## src/rtl/mem_stage.sv

```systemverilog
// Memory-access stage: issues loads/stores over a req/ack data port, aligns
// load data, and registers ALU results and load data into writeback.
module mem_stage (
  input  logic        clk,
  input  logic        rst,
  input  logic        ex_valid,
  input  logic        ex_mem_rd,
  input  logic        ex_mem_wr,
  input  logic [2:0]  ex_funct3,
  input  logic [63:0] ex_addr,
  input  logic [63:0] ex_wdata,
  input  logic [63:0] ex_alu_result,
  input  logic [4:0]  ex_rd_addr,
  input  logic        ex_rd_w_ena,
  output logic        mem_stall,
  output logic        dmem_req,
  output logic        dmem_we,
  output logic [63:0] dmem_addr,
  output logic [63:0] dmem_wdata,
  output logic [7:0]  dmem_wmask,
  input  logic        dmem_ack,
  input  logic [63:0] dmem_rdata,
  output logic        wb_valid,
  output logic        wb_rd_w_ena,
  output logic [4:0]  wb_rd_addr,
  output logic [63:0] wb_rd_data,
  output logic        misalign_exc,
  output logic [63:0] misalign_addr
);

  localparam logic [0:0] IDLE = 1'b0;
  localparam logic [0:0] WAIT = 1'b1;

  logic [0:0]  state;
  logic [2:0]  lat_funct3;
  logic [2:0]  lat_lane;
  logic        lat_we;
  logic        lat_rd_ena;
  logic [4:0]  lat_rd_addr;

  logic        is_mem;
  logic        aligned;
  logic        in_idle;
  logic        accept;
  logic        misaligned;
  logic        alu_pass;
  logic        ack_done;
  logic [7:0]  size_mask;
  logic [7:0]  st_mask;
  logic [63:0] st_wdata;
  logic [63:0] ld_shift;
  logic [63:0] ld_data;

  assign is_mem     = ex_mem_rd | ex_mem_wr;
  assign in_idle    = (state == IDLE);
  assign accept     = in_idle & ex_valid & is_mem & aligned;
  assign misaligned = in_idle & ex_valid & is_mem & ~aligned;
  assign alu_pass   = in_idle & ex_valid & ~is_mem;
  assign ack_done   = (state == WAIT) & dmem_ack;

  // Upstream advances on the ack edge, so stall drops in the ack cycle.
  assign mem_stall  = ex_valid & is_mem & aligned & ~ack_done;

  assign dmem_req   = (state == WAIT);
  assign dmem_we    = dmem_req & lat_we;

  always_comb begin
    aligned   = 1'b1;
    size_mask = 8'h01;
    case (ex_funct3[1:0])
      2'b00: begin aligned = 1'b1;                 size_mask = 8'h01; end
      2'b01: begin aligned = ~ex_addr[0];          size_mask = 8'h03; end
      2'b10: begin aligned = (ex_addr[1:0] == '0); size_mask = 8'h0F; end
      default: begin aligned = (ex_addr[2:0] == '0); size_mask = 8'hFF; end
    endcase
  end

  assign st_mask  = size_mask << ex_addr[2:0];
  assign st_wdata = ex_wdata << {ex_addr[2:0], 3'b000};

  assign ld_shift = dmem_rdata >> {lat_lane, 3'b000};

  always_comb begin
    ld_data = ld_shift;
    case (lat_funct3)
      3'b000:  ld_data = {{56{ld_shift[7]}},  ld_shift[7:0]};
      3'b001:  ld_data = {{48{ld_shift[15]}}, ld_shift[15:0]};
      3'b010:  ld_data = {{32{ld_shift[31]}}, ld_shift[31:0]};
      3'b100:  ld_data = {56'd0, ld_shift[7:0]};
      3'b101:  ld_data = {48'd0, ld_shift[15:0]};
      3'b110:  ld_data = {32'd0, ld_shift[31:0]};
      default: ld_data = ld_shift;
    endcase
  end

  always_ff @(posedge clk or posedge rst) begin
    if (rst) begin
      state       <= IDLE;
      lat_funct3  <= '0;
      lat_lane    <= '0;
      lat_we      <= 1'b0;
      lat_rd_ena  <= 1'b0;
      lat_rd_addr <= '0;
      dmem_addr   <= '0;
      dmem_wdata  <= '0;
      dmem_wmask  <= '0;
    end else begin
      case (state)
        IDLE: begin
          if (accept) begin
            state       <= WAIT;
            lat_funct3  <= ex_funct3;
            lat_lane    <= ex_addr[2:0];
            lat_we      <= ex_mem_wr;
            lat_rd_ena  <= ex_rd_w_ena;
            lat_rd_addr <= ex_rd_addr;
            dmem_addr   <= {ex_addr[63:3], 3'b000};
            dmem_wdata  <= ex_mem_wr ? st_wdata : '0;
            dmem_wmask  <= ex_mem_wr ? st_mask : '0;
          end
        end
        WAIT: begin
          if (dmem_ack) begin
            state <= IDLE;
          end
        end
        default: state <= IDLE;
      endcase
    end
  end

  always_ff @(posedge clk or posedge rst) begin
    if (rst) begin
      wb_valid      <= 1'b0;
      wb_rd_w_ena   <= 1'b0;
      wb_rd_addr    <= '0;
      wb_rd_data    <= '0;
      misalign_exc  <= 1'b0;
      misalign_addr <= '0;
    end else begin
      wb_valid     <= 1'b0;
      wb_rd_w_ena  <= 1'b0;
      misalign_exc <= misaligned;
      if (misaligned) begin
        misalign_addr <= ex_addr;
      end
      if (ack_done) begin
        wb_valid    <= 1'b1;
        wb_rd_w_ena <= ~lat_we & lat_rd_ena & (lat_rd_addr != '0);
        wb_rd_addr  <= lat_rd_addr;
        wb_rd_data  <= lat_we ? '0 : ld_data;
      end else if (alu_pass) begin
        wb_valid    <= 1'b1;
        wb_rd_w_ena <= ex_rd_w_ena & (ex_rd_addr != '0);
        wb_rd_addr  <= ex_rd_addr;
        wb_rd_data  <= ex_alu_result;
      end
    end
  end

endmodule

```

## config.mk

```make
export PLATFORM = sky130hd
export DESIGN_NAME = mem_stage
export DESIGN_NICKNAME = d
export VERILOG_FILES = /design/src/rtl/mem_stage.sv
export SDC_FILE = /design/constraint.sdc
export NUM_CORES = 1
export LEC_CHECK = 0
export CAP_MARGIN = 5
export CORE_AREA = 3 3 208 210
export DETAILED_ROUTE_END_ITERATION = 8
export DIE_AREA = 0 0 211 213
export HOLD_SLACK_MARGIN = 0.08
export PLACE_DENSITY = 0.7
export SLEW_MARGIN = 20
export SYNTH_ARGS = -nofsm -noshare
export SYNTH_HDL_FRONTEND = slang
export SYNTH_SLANG_ARGS = --single-unit
```

## constraint.sdc

```tcl
create_clock -name clk -period 9.7 [get_ports clk]
set_clock_uncertainty 0.05 [all_clocks]
set_input_delay 2.425 -clock clk [delete_from_list [all_inputs] [get_ports clk]]
set_output_delay 2.425 -clock clk [all_outputs]
set_load 0.01 [all_outputs]
```

==> impl_results.md, run 1 <==
* Hold Vio Cnt, Final at 0
* Worst slew margin at 0.337
* Fin cells at 2,566
* Die width at 211 µm
* WP data arrival at 4.60 ns
* Max Freq at 0.141 GHz
* Setup Buffers After CTS at 0
* Die Ht at 213 µm
* Ys flop type: dfrtp_1
* Routed WL per cell at 24.7 µm
* Slew @ Worst Pin at 0.992 ns
* Pwr dens at 219 nW/µm²
* Most frequent cells in the layout: clkdlybuf4s50_1 (540), nand2_1 (344), dfrtp_1 (281)
* Cell count after placement at 2,506
* Grt total ovfl at 0
* Gate count after technology mapping at 1,526
* Skew-Pair Late Insertion Delay at 0.53 ns
* Core Area at 41,800 µm²
* Slew Limit Fails at 0
* Vias at 14,200
* Clock Path Buffers at 3
* Worst slack at placement at 2.65 ns
* Post_cts resized at 0
* Sequential area share after synthesis at 0.468
* Area of the multi-input gates at 7430 µm²
* Power share of the clock group at 0.279
* Fillers at 3,822
* Combinational Power Share at 0.383
* First-pass GRT wire length at 93,100 µm
* Distinct cells, synth at 62
* Drt first-iter violations at 1,055
* Max_cap viols at 0
* Post-Syn Area at 15,100 µm²
* Initial antenna violation count at 6
* Req. time, crit path at 7.23 ns
* DRC at 0
* Antenna fix cells at 0
* Routed Antenna Nets at 0
* Port bufs at 542
* CTS tree: done
* GRT Util Overall at 0.272
* CTS root buffer: clkbuf_16
* 1st-pass router iterations at 5
* EDFF count, synth at 0
* Fin crit share at 0.730
* Syn_area_per_cell at 9.92 µm²
* Cts-stage hold buffer count at 0
* Fin worst setup slack at 2.62 ns
* Post-DP HPWL at 46,000 µm
* Net Sw Power at 1.60 mW
* Critical path peak fanout at 15
* NumNets Final at 2,274
* Largest net degree at the start of global routing at 156
* Most common cell after layout, fill and taps aside: clkdlybuf4s50_1
* Power share of the sequential group at 0.339
* Post-synth ARST share at 1.00
* CTS Buf Count at 34
* Hold Path Class: flop to flop
* Yosys reg bits at 283
* Dpl cell area at 20,900 µm²
* Peak VDD IR at 0.165 mV
* CP Capture Type: output pin
* Vias in the first global route at 14,700
* Row count at 75
* Clock transition at path regs at 0.06 ns
* CP Launch Type: input port
* Final setup viols at 0
* Period minus WS final at 7.08 ns
* Synth-to-layout area growth at 45.6%
* Internal Pwr Total at 3.22 mW
* Sw Ratio at 0.333
* Final WL at 63,500 µm
* Post-layout instance area at 22,000 µm²
* Sum Neg Setup Slack at 0 ns
* Proportion of layout cells with a drive suffix above 1 at 0.109
* Vias per cell at 5.55
* CTS Sinks at 283
* Outcome: finished clean
* H-tree levels at 2
* Top Ports at 546
* Register Area at 7080 µm²
* Die area at 44,900 µm²
* YS warnings at 0
* RD Place Congestion at 0.920
* Leak Pwr at 9.60 nW
* RSZ-0062 raised after global routing: false
* Initial Util at 0.362
* Crit path kind: input port to output pin
## state kept, by name (all words and copies together) (netlist names)
name / cells
lat_rd_ena: 1
wb_rd_data: 64
wb_rd_addr: 5
lat_we: 1
lat_funct3: 3
dmem_addr: 61
dmem_wdata: 64
dmem_req: 1
misalign_addr: 64
misalign_exc: 1
lat_lane: 3
lat_rd_addr: 5
dmem_wmask: 8
wb_rd_w_ena: 1
wb_valid: 1
## cell type report
class                      instances  share of cell area
inverter                          16             0.00290
multi-input combinational       1102               0.337
timing repair buffer             566               0.255
clock inverter                     9             0.00579
tap                              539              0.0306
sequential                       283               0.322
clock buffer                      51              0.0476
## cells by family (layout without fill, tap and decap cells)
group | Yosys count | after routing | synth area share
AOI/OAI and AO/OA | 380 | 380 | 0.161
buffers and inverters | 143 | 642 | 0.0436
DFF | 283 | 283 | 0.468
muxes | 229 | 229 | 0.186
other | 1 | 3 | 0.000248
and+or+nand+nor | 490 | 490 | 0.141
## Yosys cell counts, types with 4 or more instances
master | number | share of area
mux2_2 | 90 | 0.067
a21oi_1 | 66 | 0.022
o21ai_0 | 99 | 0.033
nand2_1 | 345 | 0.086
a221oi_1 | 13 | 0.0075
or3_1 | 8 | 0.0033
o22ai_1 | 22 | 0.0091
a22o_1 | 25 | 0.014
buf_6 | 6 | 0.0045
mux2i_1 | 104 | 0.069
nor3_1 | 11 | 0.0036
clkbuf_1 | 71 | 0.018
buf_4 | 7 | 0.0035
nand3_1 | 16 | 0.0053
o21ai_1 | 20 | 0.0066
a31oi_1 | 30 | 0.012
inv_1 | 14 | 0.0035
o21ba_1 | 4 | 0.0026
dfrtp_1 | 283 | 0.47
o211ai_1 | 5 | 0.0025
o21a_1 | 19 | 0.0094
a211oi_1 | 11 | 0.0055
and2_1 | 8 | 0.0033
and3_1 | 42 | 0.017
a21o_1 | 4 | 0.0020
nand2b_1 | 7 | 0.0029
a21boi_0 | 22 | 0.011
nor2b_1 | 7 | 0.0029
a2bb2oi_1 | 20 | 0.012
buf_2 | 41 | 0.014
nor2_1 | 30 | 0.0074
mux4_2 | 33 | 0.049
## per-layer routing
metal	share of wire	GRT usage	routed length, µm	vias up
met4	0.051	0.125	3260	10
met2	0.48	0.464	30700	702
met1	0.37	0.312	23300	6992
met5	0.00090	0	57	-
met3	0.097	0.0918	6190	150
li1	-	-	-	6391
## worst paths after layout
check	end	slack, ns	startpoint	cells past startpoint
setup / recovery	mem_stall	2.62	ex_funct3[1]	5
hold / removal	dmem_addr[12]	0.42	dmem_addr[12]	2
setup reg to reg	wb_rd_data[56]	5.91	lat_lane[1]	7
hold reg to reg	dmem_addr[12]	0.42	dmem_addr[12]	2
max in group asynchronous	lat_lane[0]	5.64	rst	4
min in group asynchronous	misalign_addr[4]	2.48	rst	3
## power groups by stage
| stage | combinational (mW) | sequential, mW | clock (mW) |
|---|---|---|---|
| 5_1_grt | 1.96 | 1.67 | 1.43 |
| 6_report | 1.85 | 1.64 | 1.34 |
| 2_1_floorplan | 0.761 | 1.75 | 0 |
| 3_3_place_gp | 1.82 | 1.64 | 0 |
| 4_1_cts | 1.85 | 1.63 | 1.38 |
| 3_5_place_dp | 1.84 | 1.65 | 0 |
## worst max-delay path: stages
cell,delay (ns)
clkdlybuf4s50_1,0.72
o21a_1,0.38
a21oi_2,0.26
o2111a_1,0.26
clkdlybuf4s50_1,0.55
## through the flow
step	utilization	total power [mW]	hold WS, ns
final	0.528	4.83	0.420
after global routing	0.528	5.06	0.443
after CTS	0.528	4.87	0.427
after detailed placement	0.499	3.49	0.412
after global placement	0.499	3.46	0.407
after floorplan	-	2.51	0.396
(Power assumes the default switching activity.)
==> run 2: changes to the inputs <==
--- a/config.mk
+++ b/config.mk
@@ -6,11 +6,11 @@
 export NUM_CORES = 1
 export LEC_CHECK = 0
 export CAP_MARGIN = 5
-export CORE_AREA = 3 3 208 210
+export CORE_AREA = 3 3 209 211
 export DETAILED_ROUTE_END_ITERATION = 8
-export DIE_AREA = 0 0 211 213
+export DIE_AREA = 0 0 212 214
 export HOLD_SLACK_MARGIN = 0.08
-export PLACE_DENSITY = 0.7
+export PLACE_DENSITY = 0.66
 export SLEW_MARGIN = 20
 export SYNTH_ARGS = -nofsm -noshare
 export SYNTH_HDL_FRONTEND = slang
==> constraint.sdc (replaced) <==
create_clock -name clk -period 7 [get_ports clk]
set_clock_uncertainty 0.05 [all_clocks]
set_input_delay 1.75 -clock clk [delete_from_list [all_inputs] [get_ports clk]]
set_output_delay 1.75 -clock clk [all_outputs]
set_load 0.01 [all_outputs]
==> impl_results.md, run 2 (same netlist as run 1, synthesis figures left out) <==
* Outcome: finished clean
* Die width at 212 µm (+0.47%)
* Period minus WS final at 5.61 ns
* Critical path peak fanout at 15 (unchanged)
* Vias in the first global route at 14,700 (-0.18%)
* Worst-path cell chain: clkdlybuf4s50_1 > o21a_1 > a21oi_2 > o2111a_1 > clkdlybuf4s50_1
* Routed WL per cell at 24.6 µm (-0.41%)
* Row count at 75 (unchanged)
* Grt total ovfl at 0 (unchanged)
* Most common cell after layout, fill and taps aside: clkdlybuf4s50_1
* Final WL at 63,200 µm (-0.41%)
* Antenna fix cells at 0 (unchanged)
* Hold Path Class: flop to flop
* Worst slew margin at 0.290 (-0.0475)
* 1st-pass router iterations at 5 (unchanged)
* Core Area at 41,900 µm² (+0.45%)
* Slew @ Worst Pin at 1.06 ns (+0.0724 ns)
* Largest stage delay, worst path at 0.68 ns (-0.04 ns)
* Post-DP HPWL at 45,900 µm (-0.17%)
* Die area at 45,400 µm² (+0.95%)
* CTS root buffer: clkbuf_16
* Pwr dens at 303 nW/µm² (+38%)
* Slowest CP cell: clkdlybuf4s50_1
* Setup Buffers After CTS at 0 (unchanged)
* Largest net degree at the start of global routing at 147 (-5.8%)
* Req. time, crit path at 5.20 ns (-2.03 ns)
* CTS tree: done
* Synth-to-layout area growth at 45.7%
* Max Freq at 0.178 GHz
* Biggest regs: dmem_wdata: 64 flops, misalign_addr: 64 flops, wb_rd_data: 64 flops
* Register Area at 7080 µm² (unchanged)
* Fin crit share at 0.801
* Clock Path Buffers at 3 (unchanged)
* Drt first-iter violations at 1,112 (+5.4%)
* NumNets Final at 2,272 (-0.088%)
* Vias per cell at 5.55 (-0.11%)
* Peak VDD IR at 0.200 mV (+21%)
* WP data arrival at 3.81 ns (-0.79 ns)
* Fillers at 3,771 (-1.3%)
* Routed Antenna Nets at 0 (unchanged)
* Hold Vio Cnt, Final at 0 (unchanged)
* Skew-Pair Late Insertion Delay at 0.53 ns (about the same)
* CP Launch Type: input port
* Final setup viols at 0 (unchanged)
* Initial antenna violation count at 5 (-1)
* RSZ-0062 raised after global routing: false
* Max_cap viols at 0 (unchanged)
* Total power at 6.69 mW (+39%)
* Clock transition at path regs at 0.06 ns (about the same)
* DRC at 0 (unchanged)
* CP Capture Type: output pin
* Vias at 14,200 (-0.11%)
* First-pass GRT wire length at 93,900 µm (+0.85%)
* Slew Limit Fails at 0 (unchanged)
* Area of the multi-input gates at 7420 µm² (about the same)
* Cts-stage hold buffer count at 0 (unchanged)
* Port bufs at 542 (unchanged)
* Worst Reg-to-Reg Cells at 6 (-1)
* H-tree levels at 2 (unchanged)
* Die Ht at 214 µm (+0.47%)
* Critical path's most frequent cell: clkdlybuf4s50_1
* Leak Pwr at 9.62 nW (+0.18%)
* Crit path kind: input port to output pin
* Most frequent cells in the layout: clkdlybuf4s50_1 (540), nand2_1 (344), dfrtp_1 (281)
* RD Place Congestion at 0.901 (-2.0%)
* Proportion of layout cells with a drive suffix above 1 at 0.110 (+0.000493)
* Sum Neg Setup Slack at 0 ns (unchanged)
* CTS Sinks at 283 (unchanged)
* Worst Hold Depth at 2 (unchanged)
* CTS Buf Count at 34 (unchanged)
* GRT Util Overall at 0.271 (-0.00140)
* Initial Util at 0.361 (-0.00162)
* Top Ports at 546 (unchanged)
* Post_cts resized at 0 (unchanged)
[run 2: changes by cell type in the layout (fill, tap and decap cells not counted), moves of 2 or more]
cell / previous run / this run
buf_12: 1 / 4
buf_4: 24 / 20
clkbuf_1: 7 / 5
clkbuf_16: 37 / 34
clkinv_2: 3 / 5
clkinv_4: 0 / 2
clkinvlp_4: 4 / 2
inv_6: 0 / 3
[run 2: worst paths after layout]
check                               from                end  slack [ns]
setup / recovery            ex_funct3[1]          mem_stall        1.39
setup reg to reg             lat_lane[1]     wb_rd_data[52]        3.47
min in group asynchronous            rst     dmem_wdata[11]        1.56
max in group asynchronous            rst  misalign_addr[13]        4.22
hold / removal             dmem_addr[19]      dmem_addr[19]        0.42
hold reg to reg            dmem_addr[19]      dmem_addr[19]        0.42
[run 2: where the power goes]
group / switching (mW) / total, mW / leakage (nW) / internal [mW]
Clock: 0.736 / 1.86 / 0.580 / 1.13
Combinational: 1.26 / 2.56 / 5.45 / 1.29
Sequential: 0.246 / 2.27 / 3.59 / 2.02
[run 2: stage by stage]
step | instance area, µm² | hold slack [ns] | setup WS [ns] | cells | util
2_1_floorplan | 15100 | 0.396 | 1.45 | 1528 | -
3_3_place_gp | 20900 | 0.408 | 1.42 | 2503 | 0.497
3_5_place_dp | 20900 | 0.412 | 1.42 | 2504 | 0.498
4_1_cts | 22100 | 0.426 | 1.40 | 2566 | 0.526
5_1_grt | 22100 | 0.442 | 1.27 | 2566 | 0.526
6_report | 22100 | 0.421 | 1.39 | 2566 | 0.526
[run 2: metal layers]
layer	GRT usage	routed length (µm)
met1	0.320	23600
met2	0.454	30300
met3	0.0842	6410
met4	0.117	2790
met5	0	63
[run 2: cell type report]
class                           instances  share of cell area
Inverter                               16             0.00289
Timing Repair Buffer                  564               0.255
Clock buffer                           46              0.0438
Multi-Input combinational cell       1102               0.336
Tap cell                              539              0.0306
Sequential cell                       283               0.321
Clock inverter                         16             0.00964
[run 2: worst max-delay path: cells and delay by family]
kind                   cells  cell delay (ns)
AOI/OAI and AO/OA          3             0.82
buffers and inverters      2             1.23
==> run 3: changes to the inputs <==
==> constraint.sdc (replaced) <==
create_clock -name clk -period 5.3 [get_ports clk]
set_clock_uncertainty 0.05 [all_clocks]
set_input_delay 1.325 -clock clk [delete_from_list [all_inputs] [get_ports clk]]
set_output_delay 1.325 -clock clk [all_outputs]
set_load 0.01 [all_outputs]
==> impl_results.md, run 3 (same netlist as run 1, synthesis figures left out) <==
* CP Capture Type: output pin
* Most frequent cells in the layout: clkdlybuf4s50_1 (540), nand2_1 (344), dfrtp_1 (281)
* Hold Vio Cnt, Final at 0 (unchanged)
* Power share of the sequential group at 0.350 (+0.011)
* Outcome: finished clean
* Power share of the clock group at 0.268 (-0.010)
* Worst slew margin at 0.248 (-0.0415)
* RSZ-0062 raised after global routing: false
* Biggest regs: dmem_wdata: 64 flops, misalign_addr: 64 flops, wb_rd_data: 64 flops
* Leak Pwr at 9.59 nW (-0.35%)
* NumNets Final at 2,277 (+0.22%)
* Internal Pwr Total at 5.76 mW (+29%)
* GRT Util Overall at 0.272 (+0.000606)
* CTS root buffer: clkbuf_16
* Critical path peak fanout at 12 (-3)
* Die area at 45,400 µm² (unchanged)
* Setup Buffers After CTS at 0 (unchanged)
* Max Freq at 0.212 GHz
* Hold Path Class: flop to flop
* CP Launch Type: input port
* Die Ht at 214 µm (unchanged)
* Initial Util at 0.361 (unchanged)
* Pwr dens at 395 nW/µm² (+30%)
* Top Ports at 546 (unchanged)
* Synth-to-layout area growth at 45.3%
* Combinational Power Share at 0.382 (about the same)
* Post-DP HPWL at 45,900 µm (+0.11%)
* Most common cell after layout, fill and taps aside: clkdlybuf4s50_1
* Post_cts resized at 0 (unchanged)
* Slew @ Worst Pin at 1.13 ns (+0.0621 ns)
* Sw Ratio at 0.338 (+0.00240)
* Crit path kind: input port to output pin
* Routed WL per cell at 24.6 µm (-0.29%)
* Proportion of layout cells with a drive suffix above 1 at 0.109 (-0.000440)
* RD Place Congestion at 0.900 (about the same)
* First-pass GRT wire length at 93,900 µm (about the same)
* Period minus WS final at 4.72 ns
* Core Area at 41,900 µm² (unchanged)
* Sum Neg Setup Slack at 0 ns (unchanged)
* Slew Limit Fails at 0 (unchanged)
* Largest net degree at the start of global routing at 128 (-13%)
* Peak VDD IR at 0.267 mV (+34%)
* Row count at 75 (unchanged)
* Cts-stage hold buffer count at 0 (unchanged)
* Clock transition at path regs at 0.06 ns (about the same)
* CTS tree: done
* Req. time, crit path at 3.92 ns (-1.28 ns)
* Max_cap viols at 0 (unchanged)
* H-tree levels at 2 (unchanged)
* Port bufs at 542 (unchanged)
* 1st-pass router iterations at 5 (unchanged)
* Grt total ovfl at 0 (unchanged)
* Routed Antenna Nets at 0 (unchanged)
* Vias in the first global route at 14,500 (-1.0%)
* Vias at 14,100 (-1.1%)
* CTS Sinks at 283 (unchanged)
* DRC at 0 (unchanged)
* Clock Path Buffers at 3 (unchanged)
* Skew-Pair Late Insertion Delay at 0.54 ns (about the same)
* Net Sw Power at 2.94 mW (+31%)
* Final setup viols at 0 (unchanged)
* WP data arrival at 3.34 ns (-0.47 ns)
* Final WL at 63,100 µm (-0.29%)
* Fin crit share at 0.890
* CTS Buf Count at 34 (unchanged)
* Die width at 212 µm (unchanged)
* Final design utilization at 0.524 (-0.00161)
* Drt first-iter violations at 1,101 (-0.99%)
* Initial antenna violation count at 5 (unchanged)
* Vias per cell at 5.49 (-1.1%)
[run 3: changes by cell type in the layout (fill, tap and decap cells not counted), moves of 2 or more]
cell,previous run,this run
buf_4,20,26
bufinv_16,4,2
clkbuf_8,7,5
clkinv_4,2,0
clkinvlp_4,2,4
[run 3: path summary, 6_finish.rpt]
path	from	end	slack [ns]	cells after the start
min reg2reg	dmem_addr[49]	dmem_addr[49]	0.42	2
max in group asynchronous	rst	wb_rd_data[56]	3.10	3
max	ex_funct3[0]	mem_stall	0.58	5
max reg2reg	lat_lane[1]	wb_rd_data[33]	1.85	6
min in group asynchronous	rst	dmem_wdata[3]	1.06	2
min	dmem_addr[49]	dmem_addr[49]	0.42	2
[run 3: power groups by stage]
stage	registers (mW)	clock network, mW	logic, mW
6_report	3.04	2.33	3.32
5_1_grt	3.11	2.47	3.54
4_1_cts	3.04	2.39	3.34
3_5_place_dp	3.07	0	3.33
3_3_place_gp	3.06	0	3.31
2_1_floorplan	3.20	0	1.39
[run 3: cell type report]
class / instances / area (µm²)
clock buffers: 45 / 963
multi-input cells: 1102 / 7420
fillers: 3820 / 20000
well taps: 539 / 674
inverters: 16 / 63.8
diodes: 1 / 2.50
flip-flops and latches: 283 / 7080
clock inverters: 11 / 120
repair buffers: 569 / 5660
[run 3: critical path, cell delays in order]
cell	delay, ns
clkdlybuf4s50_1	0.62
o21a_1	0.33
a21oi_2	0.25
o2111a_1	0.26
clkdlybuf4s50_1	0.55
[run 3: through the flow]
step | setup WS [ns] | instances | hold WS [ns] | power (mW) | area, µm²
4_1_cts | 0.586 | 2565 | 0.425 | 8.77 | 22000
3_5_place_dp | 0.585 | 2509 | 0.411 | 6.40 | 20900
2_1_floorplan | 0.176 | 1528 | 0.396 | 4.59 | 15100
3_3_place_gp | 0.593 | 2509 | 0.409 | 6.37 | 20900
5_1_grt | 0.481 | 2565 | 0.445 | 9.12 | 22000
6_report | 0.584 | 2566 | 0.422 | 8.69 | 22000
[run 3: per-layer routing]
| metal | vias up | GRT usage | wire length (µm) |
|---|---|---|---|
| met5 | - | 0 | 66 |
| met4 | 10 | 0.108 | 2500 |
| met3 | 113 | 0.0826 | 6080 |
| met2 | 647 | 0.456 | 30400 |
| met1 | 6909 | 0.326 | 24000 |
| li1 | 6401 | - | - |
